**src/rtl/c1_conv_sched_if.sv**
```systemverilog
// Window-coordinate handshake between the C1 sequencer and the 5x5 conv PE.
interface c1_conv_sched_if;
    logic       win_valid;
    logic       win_ready;
    logic [4:0] win_row;
    logic [4:0] win_col;

    modport master (
        output win_valid,
        output win_row,
        output win_col,
        input  win_ready
    );

    modport slave (
        input  win_valid,
        input  win_row,
        input  win_col,
        output win_ready
    );
endinterface

```
**src/rtl/c1_conv_sched.sv**
```systemverilog
// C1 convolution window sequencer with credit-limited issue and completion counting.
// Optional busy-cycle counter enabled by defining C1_SCHED_PERF_EN.
module c1_conv_sched #(
    parameter int IMG_W   = 32,
    parameter int K       = 5,
    parameter int MAX_OUT = 4
) (
    input  logic                    clk,
    input  logic                    rst_n,
    input  logic                    start,
    input  logic                    abort,
    c1_conv_sched_if.master         win,
    input  logic                    conv_valid,
    input  logic                    pool_valid,
    output logic                    busy,
    output logic                    done,
    output logic                    err,
    output logic [15:0]             perf_cycles
);
    localparam int         OUT_W  = IMG_W - K + 1;
    localparam logic [4:0] LAST   = 5'(OUT_W - 1);
    localparam logic [9:0] N_WIN  = 10'(OUT_W * OUT_W);
    localparam logic [7:0] N_POOL = 8'((OUT_W / 2) * (OUT_W / 2));
    localparam logic [3:0] MAX_O  = 4'(MAX_OUT);

    localparam logic [1:0] S_IDLE  = 2'd0;
    localparam logic [1:0] S_ISSUE = 2'd1;
    localparam logic [1:0] S_DRAIN = 2'd2;
    localparam logic [1:0] S_DONE  = 2'd3;

    logic [1:0] state_q, state_d;
    logic [4:0] row_q, row_d;
    logic [4:0] col_q, col_d;
    logic [3:0] out_q, out_d;
    logic [9:0] conv_q, conv_d;
    logic [7:0] pool_q, pool_d;
    logic       err_q, err_d;
    logic       vld_q, vld_d;
    logic       busy_q, busy_d;
    logic       done_q, done_d;
    logic       acc, run, go, err_set;

    assign acc = vld_q & win.win_ready;
    assign run = (state_q == S_ISSUE) || (state_q == S_DRAIN);
    assign go  = (state_q == S_IDLE) && start && !abort;

    always_comb begin
        state_d = state_q;
        row_d   = row_q;
        col_d   = col_q;
        out_d   = out_q;
        conv_d  = conv_q;
        pool_d  = pool_q;
        err_set = 1'b0;

        if (conv_valid && (out_q == 4'd0) && !acc) err_set = 1'b1;
        if (pool_valid && (state_q == S_IDLE))     err_set = 1'b1;

        if (run) begin
            // A stray return against zero credit is flagged, not wrapped.
            if (acc && !conv_valid) begin
                out_d = out_q + 4'd1;
            end else if (!acc && conv_valid && (out_q != 4'd0)) begin
                out_d = out_q - 4'd1;
            end
            if (conv_valid) begin
                if (conv_q >= N_WIN) err_set = 1'b1;
                if (conv_q != 10'h3FF) conv_d = conv_q + 10'd1;
            end
            if (pool_valid && (pool_q != 8'hFF)) pool_d = pool_q + 8'd1;
        end

        case (state_q)
            S_IDLE: begin
                if (start) begin
                    state_d = S_ISSUE;
                    row_d   = '0;
                    col_d   = '0;
                    out_d   = '0;
                    conv_d  = '0;
                    pool_d  = '0;
                end
            end
            S_ISSUE: begin
                if (acc) begin
                    if ((row_q == LAST) && (col_q == LAST)) begin
                        state_d = S_DRAIN;
                    end else if (col_q == LAST) begin
                        col_d = '0;
                        row_d = row_q + 5'd1;
                    end else begin
                        col_d = col_q + 5'd1;
                    end
                end
            end
            S_DRAIN: begin
                if (pool_d >= N_POOL) begin
                    state_d = S_DONE;
                    if (conv_d != N_WIN) err_set = 1'b1;
                end
            end
            S_DONE:  state_d = S_IDLE;
            default: state_d = S_IDLE;
        endcase

        err_d = go ? 1'b0 : (err_q | err_set);

        if (abort) begin
            state_d = S_IDLE;
            row_d   = '0;
            col_d   = '0;
            out_d   = '0;
            conv_d  = '0;
            pool_d  = '0;
        end

        // Registered valid looks at next-cycle credit, so no ready->valid path.
        vld_d  = (state_d == S_ISSUE) && (out_d < MAX_O);
        busy_d = (state_d == S_ISSUE) || (state_d == S_DRAIN);
        done_d = (state_d == S_DONE);
    end

    always_ff @(posedge clk) begin
        if (!rst_n) begin
            state_q <= S_IDLE;
            row_q   <= '0;
            col_q   <= '0;
            out_q   <= '0;
            conv_q  <= '0;
            pool_q  <= '0;
            err_q   <= 1'b0;
            vld_q   <= 1'b0;
            busy_q  <= 1'b0;
            done_q  <= 1'b0;
        end else begin
            state_q <= state_d;
            row_q   <= row_d;
            col_q   <= col_d;
            out_q   <= out_d;
            conv_q  <= conv_d;
            pool_q  <= pool_d;
            err_q   <= err_d;
            vld_q   <= vld_d;
            busy_q  <= busy_d;
            done_q  <= done_d;
        end
    end

    assign win.win_valid = vld_q;
    assign win.win_row   = row_q;
    assign win.win_col   = col_q;
    assign busy          = busy_q;
    assign done          = done_q;
    assign err           = err_q;

`ifdef C1_SCHED_PERF_EN
    logic [15:0] perf_q, perf_d;

    always_comb begin
        perf_d = perf_q;
        if (go) begin
            perf_d = '0;
        end else if (busy_q && (perf_q != 16'hFFFF)) begin
            perf_d = perf_q + 16'd1;
        end
    end

    always_ff @(posedge clk) begin
        if (!rst_n) perf_q <= '0;
        else        perf_q <= perf_d;
    end

    assign perf_cycles = perf_q;
`else
    assign perf_cycles = '0;
`endif
endmodule

```
**src/flat_wrapper.sv**
```systemverilog
// flat-port wrapper written by rule: the top's interface ports become plain ports
module c1_conv_sched_flat 
#(
    parameter int IMG_W   = 32,
    parameter int K       = 5,
    parameter int MAX_OUT = 4
)
  (clk, rst_n, start, abort, conv_valid, pool_valid, busy, done, err, perf_cycles, win_win_valid, win_win_row, win_win_col, win_win_ready);
  c1_conv_sched_if win_i ();
  input  logic clk;
  input  logic rst_n;
  input  logic start;
  input  logic abort;
  input  logic conv_valid;
  input  logic pool_valid;
  output logic busy;
  output logic done;
  output logic err;
  output logic [15:0] perf_cycles;
  output wire logic [$bits(win_i.win_valid)-1:0] win_win_valid;
  output wire logic [$bits(win_i.win_row)-1:0] win_win_row;
  output wire logic [$bits(win_i.win_col)-1:0] win_win_col;
  input wire logic [$bits(win_i.win_ready)-1:0] win_win_ready;
  assign win_win_valid = win_i.win_valid;
  assign win_win_row = win_i.win_row;
  assign win_win_col = win_i.win_col;
  assign win_i.win_ready = win_win_ready;
  c1_conv_sched #(.IMG_W(IMG_W), .K(K), .MAX_OUT(MAX_OUT)) u_core (.clk(clk), .rst_n(rst_n), .start(start), .abort(abort), .win(win_i), .conv_valid(conv_valid), .pool_valid(pool_valid), .busy(busy), .done(done), .err(err), .perf_cycles(perf_cycles));
endmodule
```
**config.mk**
```make
export PLATFORM = sky130hd
export DESIGN_NAME = c1_conv_sched_flat
export DESIGN_NICKNAME = d
export VERILOG_FILES = /design/src/rtl/c1_conv_sched_if.sv /design/src/rtl/c1_conv_sched.sv /design/src/flat_wrapper.sv
export SDC_FILE = /design/constraint.sdc
export NUM_CORES = 1
export LEC_CHECK = 0
export CELL_PAD_IN_SITES_DETAIL_PLACEMENT = 1
export CELL_PAD_IN_SITES_GLOBAL_PLACEMENT = 1
export CORE_MARGIN = 10
export CORE_UTILIZATION = 24
export CTS_CLUSTER_DIAMETER = 50
export CTS_CLUSTER_SIZE = 16
export DETAILED_ROUTE_END_ITERATION = 7
export HOLD_SLACK_MARGIN = 0.15
export PLACE_DENSITY = 0.51
export SYNTH_ARGS = -nofsm -noshare
export SYNTH_HDL_FRONTEND = slang
export SYNTH_SLANG_ARGS = --single-unit
```
**constraint.sdc**
```tcl
create_clock -name clk -period 6.12 [get_ports clk]
set_clock_uncertainty 0.15 [all_clocks]
set_input_delay 1.224 -clock clk [delete_from_list [all_inputs] [get_ports clk]]
set_output_delay 1.224 -clock clk [all_outputs]
set_load 0.02 [all_outputs]
```
==> reports/qor.csv, run 1 <==
metric,value,unit
status,completed,
XOR/XNOR Fraction of Synth Area,6.02,%
Mapped Cells,287,
Crit. End Element,flip-flop,
Post-Synth Simple-Gate Area,28.0,%
WL final,5780,um
number of global-route vias before repair,2016,
setup TNS,0,ns
"Arr. time, crit path",3.42,ns
clock share of power,37.0,%
Min-Delay Path Class,flip-flop to flip-flop,
asr flop ratio synth,0,%
Netlist cell types,53,
Global Route Usage Sum,8.36,%
Pint,0.352,mW
post-synthesis compound-gate area fraction,14.0,%
CP required,6.20,ns
final hold vios,0,
Max-Cap Viols,0,
Seq pwr share,52.7,%
Synth Area per Inst,8.10,sq um
clock sink total,38,
post-detail-place hpwl,4400,um
Final #Nets,324,
maximum VDD drop,69.8,uV
WHS,0.373,ns
Post-route DRC,0,
fin crit period,3.33,ns
final antenna-violating net count,0,
largest family of logic cells by synthesized area,simple AND/OR/NAND/NOR gates,
Comb pwr share,10.3,%
DRT iter0 DRCs,66,
PortBufs,20,
"most common cell after layout, fill and taps aside",nor2_1,
CORE AREA,9330,sq um
Finish-stage setup viols,0,
postcts setup bufs,0,
Final period util,54.5,%
Die Area,14000,sq um
post-synthesis adder-cell area fraction,6.46,%
CTS tree,built,
H-tree depth,2,
Initial Utilization,24.9,%
final core utilization,28.5,%
post-synthesis mux area share,3.98,%
total grt overflow,0,
Die Height,118,um
Via Count,1972,
Layout area overhead,14.5,%
Post-synth top flop,dfxtp_1,
met2 Use GR,13.1,%
Die Wd,118,um
area of the mapped netlist,2330,sq um
# IOs,37,
Initial DRT Pass Iterations,4,
Post-Place Cells,427,
clock buffer depth,2,
Avg WL per Cell,13.3,um
grt peak-use layer,met2,
number of buffers created by CTS,5,
vias per std cell,4.55,
unrepaired setup endpoints after global routing,no,
r2r startpoint,u_core.state_q[0],
Hold Buf Count CTS,0,
first-pass GRT wire length,10100,um
Pins Over Slew Limit,0,
PD cells,179,nW/um^2
pin count of the biggest net entering global routing,23,
fmax,300,MHz
CP max FO,5,
Sw Share,26.3,%
ANT cells,0,
number of cell rows,35,
layout cell share with drive strength beyond 1,7.24,%
switching power total,0.126,mW
register area share after synthesis,32.7,%
M3 GR Usage,2.43,%
root buffer cell,clkbuf_8,
RD Place Congestion,0.756,
clock-pin slew on the worst setup and hold paths,0.08,ns
Yosys warning count,0,
GR met1 Demand/Resource,10.9,%
"commonest non-fill, non-tap cells in the layout","nor2_1 (40), dfxtp_1 (38), nand2_1 (28)",
initial antenna violation count,0,
Startpoint Class,input port,
CTS resizes,0,
slew margin rel.,43.2,%
"EDFF count, synth",0,
worst-margin pin slew,0.850,ns
Static Leak,0.867,nW
"Worst Path Class, Setup",input port to flip-flop,
Hold Crit Start,u_core.pool_q[1],
post-synthesis register bit count,38,
Skew-Pair Late Insertion Delay,0.29,ns
Critical Path Source,pool_valid,
fin cells,433,
==> per-layer routing <==
layer,part of all wire (%),routed length (um),vias to the layer above
li1,-,-,1005
met1,51,2930,933
met2,44,2550,29
met3,4.3,248,5
met4,0.90,52,0
met5,0,0,-
==> state kept, by name (all words and copies together) (netlist names) <==
name,flops
u_core.win.win_valid,1
u_core.err,1
u_core.busy,1
u_core.state_q,2
u_core.out_q,4
u_core.pool_q,8
u_core.win.win_row,5
u_core.win.win_col,5
u_core.done,1
u_core.conv_q,10
==> per-stage QoR <==
step	area (sq um)	worst slack [ns]	total power, mW
after floorplan	2380	3.24	0.298
after global placement	2580	2.52	0.307
after detailed placement	2580	2.48	0.307
after CTS	2660	2.79	0.490
after global routing	2660	2.58	0.504
final	2660	2.79	0.478
==> critical path, stage by stage <==
cell and delay, ns:
clkdlybuf4s50_1 0.55, nand2_1 0.15, or2_0 0.26, o21ai_0 0.22
nand4_1 0.16, a311oi_2 0.35, nor3_2 0.10, ha_1 0.30
nor2b_1 0.10
==> cells by family after synthesis <==
kind of cell | count (synthesis)
adders and majority gates | 12
xor gates and xnor gates | 16
AOI/OAI and AO/OA | 49
buffers and inverters | 34
DFF | 38
other | 1
muxes | 9
and+or+nand+nor | 128
==> final cells by class <==
class	instances	area [sq um]
fill	1150	6670
tap	129	161
clock buffer	6	82.6
timing repair buffer	20	200
inverter	10	37.5
multi-input combinational	230	1420
sequential	38	761
==> synth_stat cells (4+ instances only) <==
cell / number / area, sq um
nor2_1: 40 / 150
dfxtp_1: 38 / 761
nand2_1: 28 / 105
buf_4: 19 / 143
o21ai_0: 15 / 75.1
a21oi_1: 13 / 65.1
ha_1: 12 / 150
nand4_1: 11 / 68.8
inv_1: 10 / 37.5
xor2_1: 9 / 78.8
nand3_1: 8 / 40.0
mux2i_1: 7 / 70.1
nor3_1: 7 / 35.0
xnor2_1: 7 / 61.3
nand2b_1: 4 / 25.0
nor2b_1: 4 / 25.0
or3_1: 4 / 25.0
==> power by group through the flow <==
stage	sequential [mW]	combinational (mW)	clock, mW
after floorplan	0.259	0.0388	0
after global placement	0.258	0.0496	0
after detailed placement	0.258	0.0495	0
after CTS	0.252	0.0497	0.188
after global routing	0.252	0.0552	0.196
final	0.252	0.0492	0.177
==> path summary, 6_finish.rpt <==
path | to | slack [ns] | cells past startpoint
setup / recovery | u_core.busy | 2.79 | 9
hold / removal | u_core.pool_q[1] | 0.37 | 2
setup reg to reg | u_core.busy | 3.17 | 10
hold reg to reg | u_core.pool_q[1] | 0.37 | 2
No activity file was read; power rests on OpenSTA's default activity.
==> run 2, diff against run 1 <==
clock period = 3.2 ns   (was 6.12 ns; I/O delays follow)
==> run 2 against run 1 <==
Against the previous run: setup slack worse by 2.4 ns; critical path depth is the same; critical endpoint unchanged; register-to-register slack lost 2.7 ns; clock power rose by 99%; sequential power increased by 91%; hold slack worse by 0.0057 ns; count of clock-buffer cells in the layout rose by 1; utilization grew 0.50 points; largest cell class unchanged; die area is the same.
==> reports/qor.csv, run 2 (synthesis results as in run 1) <==
metric,value,unit,change
status,completed,,unchanged
"Worst Path Class, Setup",input port to flip-flop,,unchanged
ANT cells,0,,unchanged
fmax,352,MHz,
clock sink total,38,,unchanged
max reg flops,10,,unchanged
post-detail-place hpwl,4820,um,was 4400 um
Min-Delay Path Class,flip-flop to flip-flop,,unchanged
fill count,1140,,was 1150
Die Wd,118,um,unchanged
CP max FO,5,,unchanged
clock buffer depth,2,,unchanged
fin crit period,2.84,ns,
r2r startpoint,u_core.state_q[0],,unchanged
vias per std cell,4.59,,was 4.55
Layout area overhead,16.5,%,was 14.5%
total grt overflow,0,,unchanged
number of global-route vias before repair,2112,,was 2016
worst-margin pin slew,0.671,ns,was 0.850 ns
postcts setup bufs,0,,unchanged
PD cells,345,nW/um^2,was 179 nW/um^2
unrepaired setup endpoints after global routing,no,,unchanged
Die Area,14000,sq um,unchanged
Crit. End Element,flip-flop,,unchanged
Initial DRT Pass Iterations,4,,unchanged
M3 GR Usage,2.19,%,was 2.43%
maximum VDD drop,148,uV,was 69.8 uV
Critical Path Source,pool_valid,,unchanged
# IOs,37,,unchanged
"most common cell after layout, fill and taps aside",nor2_1,,unchanged
final hold vios,0,,unchanged
CP endpoint,u_core.busy,,unchanged
Static Leak,0.895,nW,was 0.867 nW
number of cell rows,35,,unchanged
GR met1 Demand/Resource,11.2,%,was 10.9%
Hold Buf Count CTS,0,,unchanged
final antenna-violating net count,0,,unchanged
H-tree depth,2,,unchanged
CORE AREA,9330,sq um,unchanged
multi-input logic area,1420,sq um,unchanged
CP required,3.27,ns,was 6.20 ns
"commonest non-fill, non-tap cells in the layout","nor2_1 (40), dfxtp_1 (38), nand2_1 (28)",,unchanged
"Arr. time, crit path",2.91,ns,was 3.42 ns
Final #Nets,329,,was 324
DRT iter0 DRCs,51,,was 66
fin cells,440,,was 433
root buffer cell,clkbuf_8,,unchanged
initial antenna violation count,0,,unchanged
met2 Use GR,14.7,%,was 13.1%
WL final,6140,um,was 5780 um
CTS resizes,0,,unchanged
clock-pin slew on the worst setup and hold paths,0.08,ns,about the same
Reg area,761,sq um,unchanged
Die Height,118,um,unchanged
pin count of the biggest net entering global routing,16,,was 23
layout cell share with drive strength beyond 1,9.00,%,was 7.24%
Finish-stage setup viols,0,,unchanged
PortBufs,20,,unchanged
grt peak-use layer,met2,,unchanged
Via Count,2018,,was 1972
number of buffers created by CTS,5,,unchanged
CTS tree,built,,unchanged
RD Place Congestion,0.743,,was 0.756
largest registers,"u_core.conv_q: 10 flops, u_core.pool_q: 8 flops",,unchanged
Initial Utilization,24.9,%,unchanged
Avg WL per Cell,14.0,um,was 13.3 um
Final period util,88.7,%,
Post-route DRC,0,,unchanged
first-pass GRT wire length,10600,um,was 10100 um
Biggest register,u_core.conv_q,,unchanged
R2R Setup Slk,0.46,ns,was 3.17 ns
Post-Place Cells,432,,was 427
slew margin rel.,55.1,%,was 43.2%
Global Route Usage Sum,8.85,%,was 8.36%
Pins Over Slew Limit,0,,unchanged
Skew-Pair Late Insertion Delay,0.28,ns,was 0.29 ns
R2R cell count,10,,unchanged
RR Endpoint,u_core.busy,,unchanged
Max-Cap Viols,0,,unchanged
setup TNS,0,ns,unchanged
Startpoint Class,input port,,unchanged
run 2: cell count changes in the layout (fill, tap and decap cells not counted):
cell	previous run	this run
buf_4	0	5
clkbuf_1	0	1
clkinv_2	0	1
run 2: how the worst min path moves through the flow:
stage | start | endpoint | slack (ns) | depth (start not counted)
final | u_core.pool_q[1] | u_core.pool_q[1] | 0.37 | 2
after global routing | u_core.pool_q[1] | u_core.pool_q[1] | 0.42 | 2
after CTS | u_core.pool_q[1] | u_core.pool_q[1] | 0.37 | 2
after detailed placement | u_core.pool_q[1] | u_core.pool_q[1] | 0.36 | 2
after global placement | u_core.win.win_row[1] | u_core.win.win_row[1] | 0.37 | 2
after floorplan | u_core.pool_q[1] | u_core.pool_q[1] | 0.32 | 2
run 2: final cells by class:
type                    instances  area share [%]
clock buffers                   7            3.19
clock inverters                 1           0.185
inverters                      10            1.39
multi-input cells             230            52.4
flip-flops and latches         38            28.1
well taps                     129            5.96
repair buffers                 25            8.78
run 2: metrics by stage:
| step | total power, mW | utilization (%) | worst slack [ns] | area, sq um | hold slack, ns |
|---|---|---|---|---|---|
| floorplan | 0.570 | - | 0.776 | 2380 | 0.321 |
| global placement | 0.591 | 28.1 | 0.201 | 2620 | 0.368 |
| detailed placement | 0.592 | 28.1 | 0.0610 | 2620 | 0.356 |
| CTS | 0.962 | 29.0 | 0.375 | 2710 | 0.371 |
| global route | 0.988 | 29.0 | 0.217 | 2710 | 0.423 |
| finish | 0.934 | 29.0 | 0.363 | 2710 | 0.367 |
run 2: power breakdown:
group,total (mW),internal (mW),switching (mW)
sequential,0.481,0.477,0.00424
combinational,0.0989,0.0320,0.0669
clock,0.353,0.174,0.179
total,0.934,0.684,0.250
run 2: metal layers:
layer  wire length [um]  up-vias
met1               2940      968
met5                  0        -
met3                231        2
li1                   -     1022
met2               2940       26
met4                 30        0
run 2: critical path, cell delays in order:
cell and delay, ns:
clkdlybuf4s50_1 0.56, nand2_1 0.15, or2_0 0.27, o21ai_0 0.25, nand4_1 0.17, a311oi_2 0.37, nor3_2 0.10, ha_1 0.30
nor2b_1 0.10
